## src/rtl/mem_access_unit.sv

```systemverilog
// mem_access_unit
//   Initiator side of the byte-addressed data memory port. Takes one load/store
//   request from the memory stage, drives the level-sensitive read/write strobes
//   for MEM_LAT cycles each, aligns and extends load data, and performs a
//   read-modify-write for SB/SH because the memory only writes whole words.
//
// Ports
//   clk, rst     : clock, synchronous active-high reset
//   req_valid    : request present
//   req_ready    : high only while idle; request accepted on valid & ready
//   req_op       : 000 LB, 001 LH, 010 LW, 011 LBU, 100 LHU, 101 SB, 110 SH, 111 SW
//   req_addr     : byte address
//   req_wdata    : store data (low byte/half used for SB/SH)
//   resp_valid   : one-cycle completion pulse
//   resp_err     : misaligned request, no memory access made (valid with resp_valid)
//   resp_rdata   : load result (0 for stores and errors)
//   mem_addr     : word-aligned memory address
//   mem_wdata    : full word to write
//   mem_rdata    : word read from memory
//   mem_read     : memory read strobe
//   mem_write    : memory write strobe
module mem_access_unit #(
  parameter int ADDR_W  = 15,
  parameter int MEM_LAT = 2
) (
  input  logic              clk,
  input  logic              rst,
  input  logic              req_valid,
  output logic              req_ready,
  input  logic [2:0]        req_op,
  input  logic [ADDR_W-1:0] req_addr,
  input  logic [31:0]       req_wdata,
  output logic              resp_valid,
  output logic              resp_err,
  output logic [31:0]       resp_rdata,
  output logic [ADDR_W-1:0] mem_addr,
  output logic [31:0]       mem_wdata,
  input  logic [31:0]       mem_rdata,
  output logic              mem_read,
  output logic              mem_write
);

  typedef enum logic [1:0] {IDLE, RD, WR, RESP} state_t;

  typedef enum logic [2:0] {
    OP_LB  = 3'b000,
    OP_LH  = 3'b001,
    OP_LW  = 3'b010,
    OP_LBU = 3'b011,
    OP_LHU = 3'b100,
    OP_SB  = 3'b101,
    OP_SH  = 3'b110,
    OP_SW  = 3'b111
  } op_t;

  localparam int CW = (MEM_LAT > 1) ? $clog2(MEM_LAT) : 1;
  localparam logic [CW-1:0] LAST = CW'(MEM_LAT - 1);

  state_t        state;
  op_t           op_q;
  logic [1:0]    lane_q;
  logic [15:0]   wdata_q;
  logic [CW-1:0] cnt;

  op_t           op_in;
  logic          misaligned;
  logic [7:0]    byte_sel;
  logic [15:0]   half_sel;
  logic [31:0]   load_data;
  logic [31:0]   merged;

  assign req_ready = (state == IDLE);
  assign op_in     = op_t'(req_op);

  always_comb begin
    misaligned = 1'b0;
    case (op_in)
      OP_LH, OP_LHU, OP_SH: misaligned = req_addr[0];
      OP_LW, OP_SW:         misaligned = |req_addr[1:0];
      default:              misaligned = 1'b0;
    endcase
  end

  // Lane extraction and merge both work straight off mem_rdata so the word
  // only needs to be valid on the last read cycle.
  always_comb begin
    byte_sel  = mem_rdata[{lane_q, 3'b000} +: 8];
    half_sel  = lane_q[1] ? mem_rdata[31:16] : mem_rdata[15:0];
    load_data = '0;
    case (op_q)
      OP_LB:   load_data = {{24{byte_sel[7]}}, byte_sel};
      OP_LH:   load_data = {{16{half_sel[15]}}, half_sel};
      OP_LW:   load_data = mem_rdata;
      OP_LBU:  load_data = {24'h0, byte_sel};
      OP_LHU:  load_data = {16'h0, half_sel};
      default: load_data = '0;
    endcase
  end

  always_comb begin
    merged = mem_rdata;
    if (op_q == OP_SB) begin
      merged[{lane_q, 3'b000} +: 8] = wdata_q[7:0];
    end else if (op_q == OP_SH) begin
      if (lane_q[1]) merged[31:16] = wdata_q;
      else           merged[15:0]  = wdata_q;
    end
  end

  always_ff @(posedge clk) begin
    if (rst) begin
      state      <= IDLE;
      op_q       <= OP_LB;
      lane_q     <= '0;
      wdata_q    <= '0;
      cnt        <= '0;
      resp_valid <= 1'b0;
      resp_err   <= 1'b0;
      resp_rdata <= '0;
      mem_addr   <= '0;
      mem_wdata  <= '0;
      mem_read   <= 1'b0;
      mem_write  <= 1'b0;
    end else begin
      case (state)
        IDLE: begin
          if (req_valid) begin
            op_q     <= op_in;
            lane_q   <= req_addr[1:0];
            wdata_q  <= req_wdata[15:0];
            mem_addr <= {req_addr[ADDR_W-1:2], 2'b00};
            cnt      <= '0;
            if (misaligned) begin
              state      <= RESP;
              resp_valid <= 1'b1;
              resp_err   <= 1'b1;
              resp_rdata <= '0;
            end else if (op_in == OP_SW) begin
              state     <= WR;
              mem_write <= 1'b1;
              mem_wdata <= req_wdata;
            end else begin
              state    <= RD;
              mem_read <= 1'b1;
            end
          end
        end
        RD: begin
          if (cnt == LAST) begin
            cnt      <= '0;
            mem_read <= 1'b0;
            if (op_q == OP_SB || op_q == OP_SH) begin
              state     <= WR;
              mem_write <= 1'b1;
              mem_wdata <= merged;
            end else begin
              state      <= RESP;
              resp_valid <= 1'b1;
              resp_err   <= 1'b0;
              resp_rdata <= load_data;
            end
          end else begin
            cnt <= cnt + 1'b1;
          end
        end
        WR: begin
          if (cnt == LAST) begin
            cnt        <= '0;
            mem_write  <= 1'b0;
            state      <= RESP;
            resp_valid <= 1'b1;
            resp_err   <= 1'b0;
            resp_rdata <= '0;
          end else begin
            cnt <= cnt + 1'b1;
          end
        end
        RESP: begin
          resp_valid <= 1'b0;
          resp_err   <= 1'b0;
          state      <= IDLE;
        end
        default: state <= IDLE;
      endcase
    end
  end

endmodule

```

## config.mk

```make
export PLATFORM = sky130hd
export DESIGN_NAME = mem_access_unit
export DESIGN_NICKNAME = d
export VERILOG_FILES = /design/src/rtl/mem_access_unit.sv
export SDC_FILE = /design/constraint.sdc
export NUM_CORES = 1
export LEC_CHECK = 0
export CAP_MARGIN = 5
export CORE_MARGIN = 4
export CORE_UTILIZATION = 40
export DETAILED_ROUTE_END_ITERATION = 10
export PLACE_DENSITY_LB_ADDON = 0.25
export SYNTH_ARGS = -nofsm -noshare
export SYNTH_HDL_FRONTEND = slang
export SYNTH_SLANG_ARGS = --single-unit
```

## constraint.sdc

```tcl
create_clock -name clk -period 3.55 [get_ports clk]
set_input_delay 0.5325 -clock clk [delete_from_list [all_inputs] [get_ports clk]]
set_output_delay 0.5325 -clock clk [all_outputs]
set_load 0.005 [all_outputs]
```

==> metrics, run 1 <==
outcome=finished, final reports clean; Top Ports=169; Final min period=2.787 ns; Netlist cell types=57; largest cells by area after synthesis=dfxtp_1 (32%), a311oi_2 (6.2%), nand2_1 (6.2%); die width=135.9 um; Filler cells=1494; number of global-route vias before repair=6339; Nets=1018; Pwr Density=598.3 nW/um^2; Max Cap Viol=0; Clock Latency Late Sink=0.36 ns; Synth Area in Compound Gates=0.3258; Primary FF master, synth=dfxtp_1; CTS max path bufs=2; routed len/inst=19.24 um; Die Ht=135.9 um; WP data arrival=3.07 ns; Final Hold Viols=0; RSZ-0062 raised after global routing=false; initial antenna violation count=0; Die ar.=18470 sq um; final setup vio count=0; number of enable flip-flop cells after synthesis=0; largest net degree at the start of global routing=71; clock skew=0.01211 ns; Synth Register Bits=105; share of post-route cells with drive strength above 1=0.08963; Final Util=0.5404; gpl congestion=0.8782; CTS tree=yes; Post-Synthesis Cells=806; Post-Synth Adder-Cell Area=0.01912; Peak VDD IR=337.4 uV; Synth area leader=dfxtp_1; f_max=358.8 MHz; Final Routed Wirelength=21970 um; syn avg cell area=8.119 sq um; net switching power=2.068 mW; layout overhead on the synthesized area=31.66%; Synth Area in Simple Gates=0.2337; worst hold path class=flip-flop to flip-flop; internal power=3.087 mW; Worst slew margin=0.4165; setup_tns=0 ns; CP max-delay cell=nor4b_2; Critical Setup Path Class=flip-flop to flip-flop; area share of the largest cell type after synthesis=0.3212; Starting DRT DRC Count=855; H-Tree Depth=3; DP HPWL=15140 um; Async SR Flop Fraction=0; Antenna Cells=0; Vias=6797; yosys warns=0; Sequential Power Share=0.312; CP required=3.83 ns; Worst-path clk slew=0.07 ns; total grt overflow=0; initial core utilization=0.4105; main combinational cell family by area after synthesis=compound AO/OA/AOI/OAI gates; design area=8616 sq um; postcts setup bufs=0; routed vias/inst=5.952; crit-path cells=buf_4, ha_1, clkinv_1, nor4b_2, a221o_1, o2111ai_1, a311oi_2; post-synthesis sequential area ratio=0.3212; combinational share of power=0.485; Pleak=2.783 nW; hold_buf cts=0; clock power share=0.203; Num CTS Buffers=9; Final ANT Viol Nets=0; Remaining DRCs=0; site row count=46; crit end category=flip-flop; Post-CTS Resized=0; core area=15940 sq um; root buf cell=clkbuf_16; Slew @ Worst Pin=0.8729 ns; startpoint types=flip-flop; Post-DP Area=8312 sq um; switching part of the total power=0.4011; xor/xnor share of the synthesized area=0.002677; first-pass GRT wire length=34290 um; Max Transition Viols Final=0; critical-path maximum fanout=21; Initial DRT Pass Iterations=5; post-synthesis mux area share=0.03308; All-Layer GR Usage=0.2327; Port Buffers=166; Worst path max stage delay=0.81 ns; Mapped Area=6544 sq um; crit share post-route=0.7851; clock net sink count=105
## critical path: cells and delay by family (launching register included)
kind,cells,cell delay (ns)
flip-flops,1,0.36
AND/OR/NAND/NOR,1,0.81
adder cells (fa/ha/maj),1,0.21
buffers and inverters,2,0.58
AO/OA/AOI/OAI,3,0.75
## power groups by stage
stage | clock [mW] | combinational, mW | sequential, mW
2_1_floorplan | 0 | 1.66 | 1.58
3_3_place_gp | 0 | 2.45 | 1.63
3_5_place_dp | 0 | 2.50 | 1.63
4_1_cts | 1.07 | 2.50 | 1.61
5_1_grt | 1.10 | 2.74 | 1.64
6_report | 1.04 | 2.50 | 1.61
## flip-flops by register name (all words and copies together) (netlist names)
signal      cells
cnt             1
resp_valid      1
mem_addr       13
lane_q          2
resp_err        1
op_q            3
state           2
wdata_q        16
mem_write       1
mem_wdata      32
mem_read        1
resp_rdata     32
## path summary, 6_finish.rpt
kind | cells past startpoint | to | start | slack [ns]
worst max-delay path | 7 | mem_wdata[20] | lane_q[1] | 0.76
worst min-delay path | 2 | mem_addr[2] | mem_addr[2] | 0.45
worst max register to register | 7 | mem_wdata[20] | lane_q[1] | 0.76
worst min register to register | 2 | mem_addr[2] | mem_addr[2] | 0.45
## per-stage QoR
step	hold slack (ns)	total power [mW]	std cells	setup WS, ns
3_3_place_gp	0.4409	4.084	1128	0.7634
6_report	0.4520	5.155	1142	0.7630
3_5_place_dp	0.4459	4.125	1128	0.6983
2_1_floorplan	0.4492	3.241	807	0.9976
4_1_cts	0.4546	5.182	1142	0.8183
5_1_grt	0.4754	5.485	1142	0.5579
## synth_stat cells (2+ instances only)
cell and number:
o21ai_0 52, mux2_2 2, a311oi_2 27, dfxtp_1 105, nor2b_1 32, a32oi_1 30, buf_6 3, a311oi_1 5
clkinv_1 4, nor3b_1 4, a211o_1 2, clkbuf_1 66, buf_1 3, a221o_1 32, a211oi_1 2, nor3_1 5
o22ai_1 2, nor2_1 73, nor4_1 32, buf_2 7, a311o_1 7, nand3_1 3, nor4b_2 2, xnor2_1 2
nand2b_1 35, nand3b_1 3, o211ai_1 4, inv_1 8, or3b_2 2, o221ai_1 8, o2111ai_1 32, ha_1 10
mux2i_1 16, buf_4 6, o21a_1 2, nand2_1 108, a21oi_1 50
## routing by layer
layer / vias to the layer above / wire (um) / track usage
met1: 3228 / 9913 / 0.3286
met2: 267 / 9885 / 0.3573
met3: 35 / 1743 / 0.04811
met5: - / 0 / 0
li1: 3267 / - / -
met4: 0 / 425 / 0.07167
## logic make-up (layout without fill, tap and decap cells)
kind of cell / Yosys count / count (layout)
compound gates: 262 / 262
xor+xnor: 2 / 2
fa+ha+maj: 10 / 10
buf+inv: 97 / 216
flops: 105 / 105
mux: 20 / 20
other cells: 1 / 2
simple gates: 309 / 309
## final cells by class
| cell class | count | area, sq um | area share |
|---|---|---|---|
| Clock buffer | 12 | 266.5 | 0.03093 |
| Clock inverter | 2 | 37.54 | 0.004357 |
| Inverter | 12 | 45.04 | 0.005228 |
| Multi-Input combinational cell | 605 | 4041 | 0.4691 |
| Sequential cell | 105 | 2103 | 0.2441 |
| Tap cell | 216 | 270.3 | 0.03137 |
| Timing Repair Buffer | 190 | 1852 | 0.2149 |
## cell usage in the layout, fill, tap and decap left out, types with 7 or more instances in the layout
cell type,Yosys,routed
nor2_1,73,73
a221o_1,32,32
a311oi_2,27,27
a32oi_1,30,30
nand2_1,108,108
a21oi_1,50,50
nor4_1,32,32
mux2i_1,16,16
buf_4,6,24
clkdlybuf4s50_1,0,165
dfxtp_1,105,104
o221ai_1,8,8
inv_1,8,8
ha_1,10,9
o21ai_0,52,52
nor2b_1,32,32
nand2b_1,35,35
a311o_1,7,7
clkbuf_16,0,9
o2111ai_1,32,32
Power figures use the tool's default switching activity.
==> run 2, diff against run 1 <==
==> constraint.sdc (replaced) <==
create_clock -name clk -period 2.65 [get_ports clk]
set_input_delay 0.3975 -clock clk [delete_from_list [all_inputs] [get_ports clk]]
set_output_delay 0.3975 -clock clk [all_outputs]
set_load 0.005 [all_outputs]
==> metrics, run 2 (same netlist as run 1, synthesis figures left out) <==
outcome=finished, final reports clean (unchanged); combinational share of power=0.502 (was 0.485); site row count=46 (unchanged); Final Hold Viols=0 (unchanged); core area=15940 sq um (unchanged); crit end category=flip-flop (unchanged); Max Cap Viol=0 (unchanged); most frequent cells in the layout=clkdlybuf4s50_1 (165), nand2_1 (108), dfxtp_1 (104) (unchanged); switching part of the total power=0.3957 (was 0.4011); routed vias/inst=5.865 (was 5.952); Starting DRT DRC Count=607 (was 855); routed len/inst=19.22 um (was 19.24 um); final setup vio count=0 (unchanged); f_max=402.5 MHz (was 358.8 MHz); total grt overflow=0 (unchanged); Final Routed Wirelength=22470 um (was 21970 um); dpl ws=-0.1786 ns (was 0.6983 ns); root buf cell=clkbuf_16 (unchanged); Worst slew margin=0.2447 (was 0.4165); CTS max path bufs=2 (unchanged); Slew @ Worst Pin=1.133 ns (was 0.8729 ns); Nets=1043 (was 1018); dpl cells=1151 (was 1128); clock net sink count=105 (unchanged); Vias=6856 (was 6797); initial core utilization=0.4105 (unchanged); biggest regs=mem_wdata x32, resp_rdata x32, wdata_q x16 (unchanged); Non-Filler Instances=1169 (was 1142); Die ar.=18470 sq um (unchanged); gpl congestion=0.9502 (was 0.8782); hold_buf cts=0 (unchanged); DP HPWL=15530 um (was 15140 um); Final ANT Viol Nets=0 (unchanged); critical-path maximum fanout=15 (was 21); Die Ht=135.9 um (unchanged); H-Tree Depth=3 (unchanged); setup_tns=0 ns (unchanged); WP data arrival=2.77 ns (was 3.07 ns); clock skew=0.006390 ns (was 0.01211 ns); Final min period=2.484 ns (was 2.787 ns); Filler cells=1469 (was 1494); Clock Latency Late Sink=0.36 ns (about the same); CP required=2.94 ns (was 3.83 ns); net switching power=2.849 mW (was 2.068 mW); Critical Setup Path Class=flip-flop to flip-flop (unchanged); Antenna Cells=0 (unchanged); Max Transition Viols Final=0 (unchanged); Sequential Power Share=0.295 (was 0.312); internal power=4.351 mW (was 3.087 mW); worst hold path class=flip-flop to flip-flop (unchanged); largest net degree at the start of global routing=82 (was 71); commonest non-fill, non-tap cell in the layout=clkdlybuf4s50_1 (unchanged); Worst-path clk slew=0.07 ns (about the same); initial antenna violation count=0 (unchanged); Initial DRT Pass Iterations=5 (unchanged); layout overhead on the synthesized area=35.93% (was 31.66%); All-Layer GR Usage=0.2388 (was 0.2327); Pleak=2.941 nW (was 2.783 nW); die width=135.9 um (unchanged); clock power share=0.202 (was 0.203); Peak VDD IR=703.6 uV (was 337.4 uV); number of global-route vias before repair=6516 (was 6339); Pwr Density=809.5 nW/um^2 (was 598.3 nW/um^2); Top Ports=169 (unchanged); CTS tree=yes (unchanged); Num CTS Buffers=9 (unchanged); first-pass GRT wire length=35180 um (was 34290 um); Remaining DRCs=0 (unchanged); startpoint types=flip-flop (unchanged); share of post-route cells with drive strength above 1=0.1154 (was 0.08963); crit share post-route=0.9375 (was 0.7851); worst setup margin=0.1658 ns (was 0.7630 ns); Port Buffers=166 (unchanged)
-- run 2: metrics by stage --
| step | power (mW) | hold WS (ns) | instance area, sq um | util |
|---|---|---|---|---|
| 2_1_floorplan | 4.341 | 0.4492 | 6548 | - |
| 6_report | 7.200 | 0.4531 | 8895 | 0.5579 |
| 4_1_cts | 7.160 | 0.4560 | 8856 | 0.5555 |
| 3_5_place_dp | 5.676 | 0.4474 | 8534 | 0.5353 |
| 3_3_place_gp | 5.617 | 0.4420 | 8534 | 0.5353 |
| 5_1_grt | 7.685 | 0.4804 | 8895 | 0.5579 |
-- run 2: power by group through the flow --
stage               Clock [mW]  Sequential, mW  Combinational [mW]
floorplan                    0            2.12                2.23
global placement             0            2.15                3.46
detailed placement           0            2.15                3.52
CTS                       1.50            2.12                3.54
global route              1.56            2.16                3.96
finish                    1.46            2.13                3.62
-- run 2: timing repair --
action	4_1_cts	5_1_grt
resized for setup	0	2
endpoints found under the setup margin	0	63
setup buffers	0	1
-- run 2: layout make-up --
class / count / area (sq um) / area share
Multi-Input combinational cell: 606 / 4056 / 0.4560
Sequential cell: 105 / 2103 / 0.2365
Timing Repair Buffer: 214 / 2098 / 0.2359
Tap cell: 216 / 270.3 / 0.03038
Clock buffer: 11 / 242.7 / 0.02729
Clock inverter: 5 / 78.83 / 0.008862
Inverter: 12 / 45.04 / 0.005064
-- run 2: critical path, stage by stage (launching register included) --
cell,delay [ns]
dfxtp_1,0.41
inv_1,0.09
ha_1,0.32
nand2b_1,0.15
o211ai_1,0.25
nor3_2,0.83
a32oi_1,0.21
nor2_1,0.15
-- run 2: worst paths after layout --
path	start	cells past startpoint	to	slack [ns]
max	state[0]	7	resp_rdata[12]	0.17
min	mem_addr[14]	2	mem_addr[14]	0.45
max reg2reg	state[0]	7	resp_rdata[12]	0.17
min reg2reg	mem_addr[14]	2	mem_addr[14]	0.45
-- run 2: per-layer routing --
layer | global-route usage | share of wire | routed length [um] | vias up
met4 | 0.07447 | 0.024 | 546 | 0
met3 | 0.05922 | 0.083 | 1875 | 42
met2 | 0.3709 | 0.45 | 10080 | 280
met5 | 0 | 0 | 0 | -
li1 | - | - | - | 3327
met1 | 0.3274 | 0.44 | 9971 | 3207
==> run 3, diff against run 2 <==
--- a/config.mk
+++ b/config.mk
@@ -9,6 +9,7 @@
 export CORE_MARGIN = 4
 export CORE_UTILIZATION = 40
 export DETAILED_ROUTE_END_ITERATION = 10
+export MAX_ROUTING_LAYER = met4
 export PLACE_DENSITY_LB_ADDON = 0.25
 export SYNTH_ARGS = -nofsm -noshare
 export SYNTH_HDL_FRONTEND = slang
==> metrics, run 3 (same netlist as run 1, synthesis figures left out) <==
outcome=finished, final reports clean (unchanged); Post-DP Area=8557 sq um (was 8534 sq um); clock net sink count=105 (unchanged); Nets=1045 (was 1043); clock power share=0.181 (was 0.202); die width=135.9 um (unchanged); RSZ-0062 raised after global routing=false; Non-Filler Instances=1170 (was 1169); Worst-path clk slew=0.07 ns (about the same); number of global-route vias before repair=6479 (was 6516); crit end category=flip-flop (unchanged); Slew @ Worst Pin=1.137 ns (was 1.133 ns); Max Transition Viols Final=0 (unchanged); final setup vio count=0 (unchanged); Final min period=2.478 ns (was 2.484 ns); Pwr Density=789.7 nW/um^2 (was 809.5 nW/um^2); Antenna Cells=0 (unchanged); Top Ports=169 (unchanged); setup_tns=0 ns (unchanged); initial core utilization=0.4105 (unchanged); dpl ws=-0.1348 ns (was -0.1786 ns); Clock Latency Late Sink=0.36 ns (about the same); critical-path maximum fanout=15 (unchanged); total grt overflow=0 (unchanged); Filler cells=1492 (was 1469); most frequent cells in the layout=clkdlybuf4s50_1 (165), nand2_1 (108), dfxtp_1 (104) (unchanged); combinational share of power=0.514 (was 0.502); Vias=6963 (was 6856); hold_buf cts=0 (unchanged); CTS max path bufs=2 (unchanged); Final Routed Wirelength=22570 um (was 22470 um); Pleak=2.916 nW (was 2.941 nW); startpoint types=flip-flop (unchanged); DP HPWL=15720 um (was 15530 um); Port Buffers=166 (unchanged); Final Hold Viols=0 (unchanged); routed len/inst=19.29 um (was 19.22 um); Final ANT Viol Nets=0 (unchanged); switching part of the total power=0.4087 (was 0.3957); Die Ht=135.9 um (unchanged); biggest regs=mem_wdata x32, resp_rdata x32, wdata_q x16 (unchanged); initial antenna violation count=0 (unchanged); Die ar.=18470 sq um (unchanged); Peak VDD IR=634.2 uV (was 703.6 uV); site row count=46 (unchanged); commonest non-fill, non-tap cell in the layout=clkdlybuf4s50_1 (unchanged); clock skew=0.006389 ns (was 0.006390 ns); area of the multi-input gates=4056 sq um (unchanged); root buf cell=clkbuf_16 (unchanged); share of post-route cells with drive strength above 1=0.1153 (was 0.1154); net switching power=2.853 mW (was 2.849 mW); H-Tree Depth=3 (unchanged); FF+latch area=2103 sq um (unchanged); f_max=403.6 MHz (was 402.5 MHz); worst setup margin=0.1724 ns (was 0.1658 ns); crit share post-route=0.9349 (was 0.9375); GR Util met3=0.06255 (was 0.05922); worst hold path class=primary input to flip-flop (was flip-flop to flip-flop); Design Power=6.981 mW (was 7.200 mW); Worst slew margin=0.2419 (was 0.2447); first-pass GRT wire length=35020 um (was 35180 um); met2 usage=0.3590 (was 0.3709); gpl congestion=0.9277 (was 0.9502); internal power=4.128 mW (was 4.351 mW); Sequential Power Share=0.305 (was 0.295); dpl cells=1154 (was 1151); Critical Setup Path Class=flip-flop to flip-flop (unchanged); met1 Resource Use GR=0.3352 (was 0.3274); CTS tree=yes (unchanged); Remaining DRCs=0 (unchanged); WP data arrival=2.77 ns (about the same); largest net degree at the start of global routing=82 (unchanged); Max Cap Viol=0 (unchanged); routed vias/inst=5.951 (was 5.865); layout overhead on the synthesized area=35.09% (was 35.93%); Initial DRT Pass Iterations=5 (unchanged); postcts setup bufs=0 (unchanged); Num CTS Buffers=9 (unchanged); design area=8840 sq um (was 8895 sq um); Starting DRT DRC Count=872 (was 607); Most Crowded Layer GR=met2 (unchanged); core area=15940 sq um (unchanged); CP required=2.95 ns (was 2.94 ns); All-Layer GR Usage=0.2452 (was 0.2388)
run 3: area by class of cell:
cell class | instances | share of cell area
Sequential cell | 105 | 0.2379
Inverter | 12 | 0.005096
Timing Repair Buffer | 216 | 0.2376
Tap cell | 216 | 0.03057
Clock inverter | 3 | 0.001982
Multi-Input combinational cell | 606 | 0.4589
Clock buffer | 12 | 0.02788
run 3: worst max-delay path, stage by stage, from the launching register on:
cell,delay (ns)
dfxtp_1,0.41
inv_1,0.09
ha_1,0.21
o21bai_1,0.21
o211ai_1,0.28
nor3_2,0.85
a32oi_1,0.22
nor2_1,0.14
run 3: final timing paths:
kind	from	end	slack, ns	cells past startpoint
worst max register to register	state[0]	resp_rdata[21]	0.17	7
worst max-delay path	state[0]	resp_rdata[21]	0.17	7
worst min-delay path	rst	mem_addr[11]	0.44	2
worst min register to register	mem_addr[3]	mem_addr[3]	0.45	2
run 3: repair_timing:
item                                    in CTS  in global routing
hold endpoints to repair                     0                  0
endpoints found under the setup margin       0                 42
gates resized for setup                      0                  2
run 3: per-stage QoR:
step,utilization,hold WS [ns]
floorplan,-,0.4492
global placement,0.5367,0.4422
detailed placement,0.5367,0.4471
CTS,0.5533,0.4369
global route,0.5545,0.4526
finish,0.5545,0.4426
run 3: routing by layer:
metal	up-vias	part of all wire
met5	-	0
met4	0	0.020
met3	31	0.091
met2	318	0.46
met1	3294	0.43
li1	3320	-
run 3: power groups by stage:
stage          sequential, mW  clock, mW  combinational, mW
6_report                 2.13       1.26               3.59
5_1_grt                  2.17       1.36               3.91
4_1_cts                  2.13       1.30               3.54
3_5_place_dp             2.16          0               3.53
3_3_place_gp             2.15          0               3.48
2_1_floorplan            2.12          0               2.23
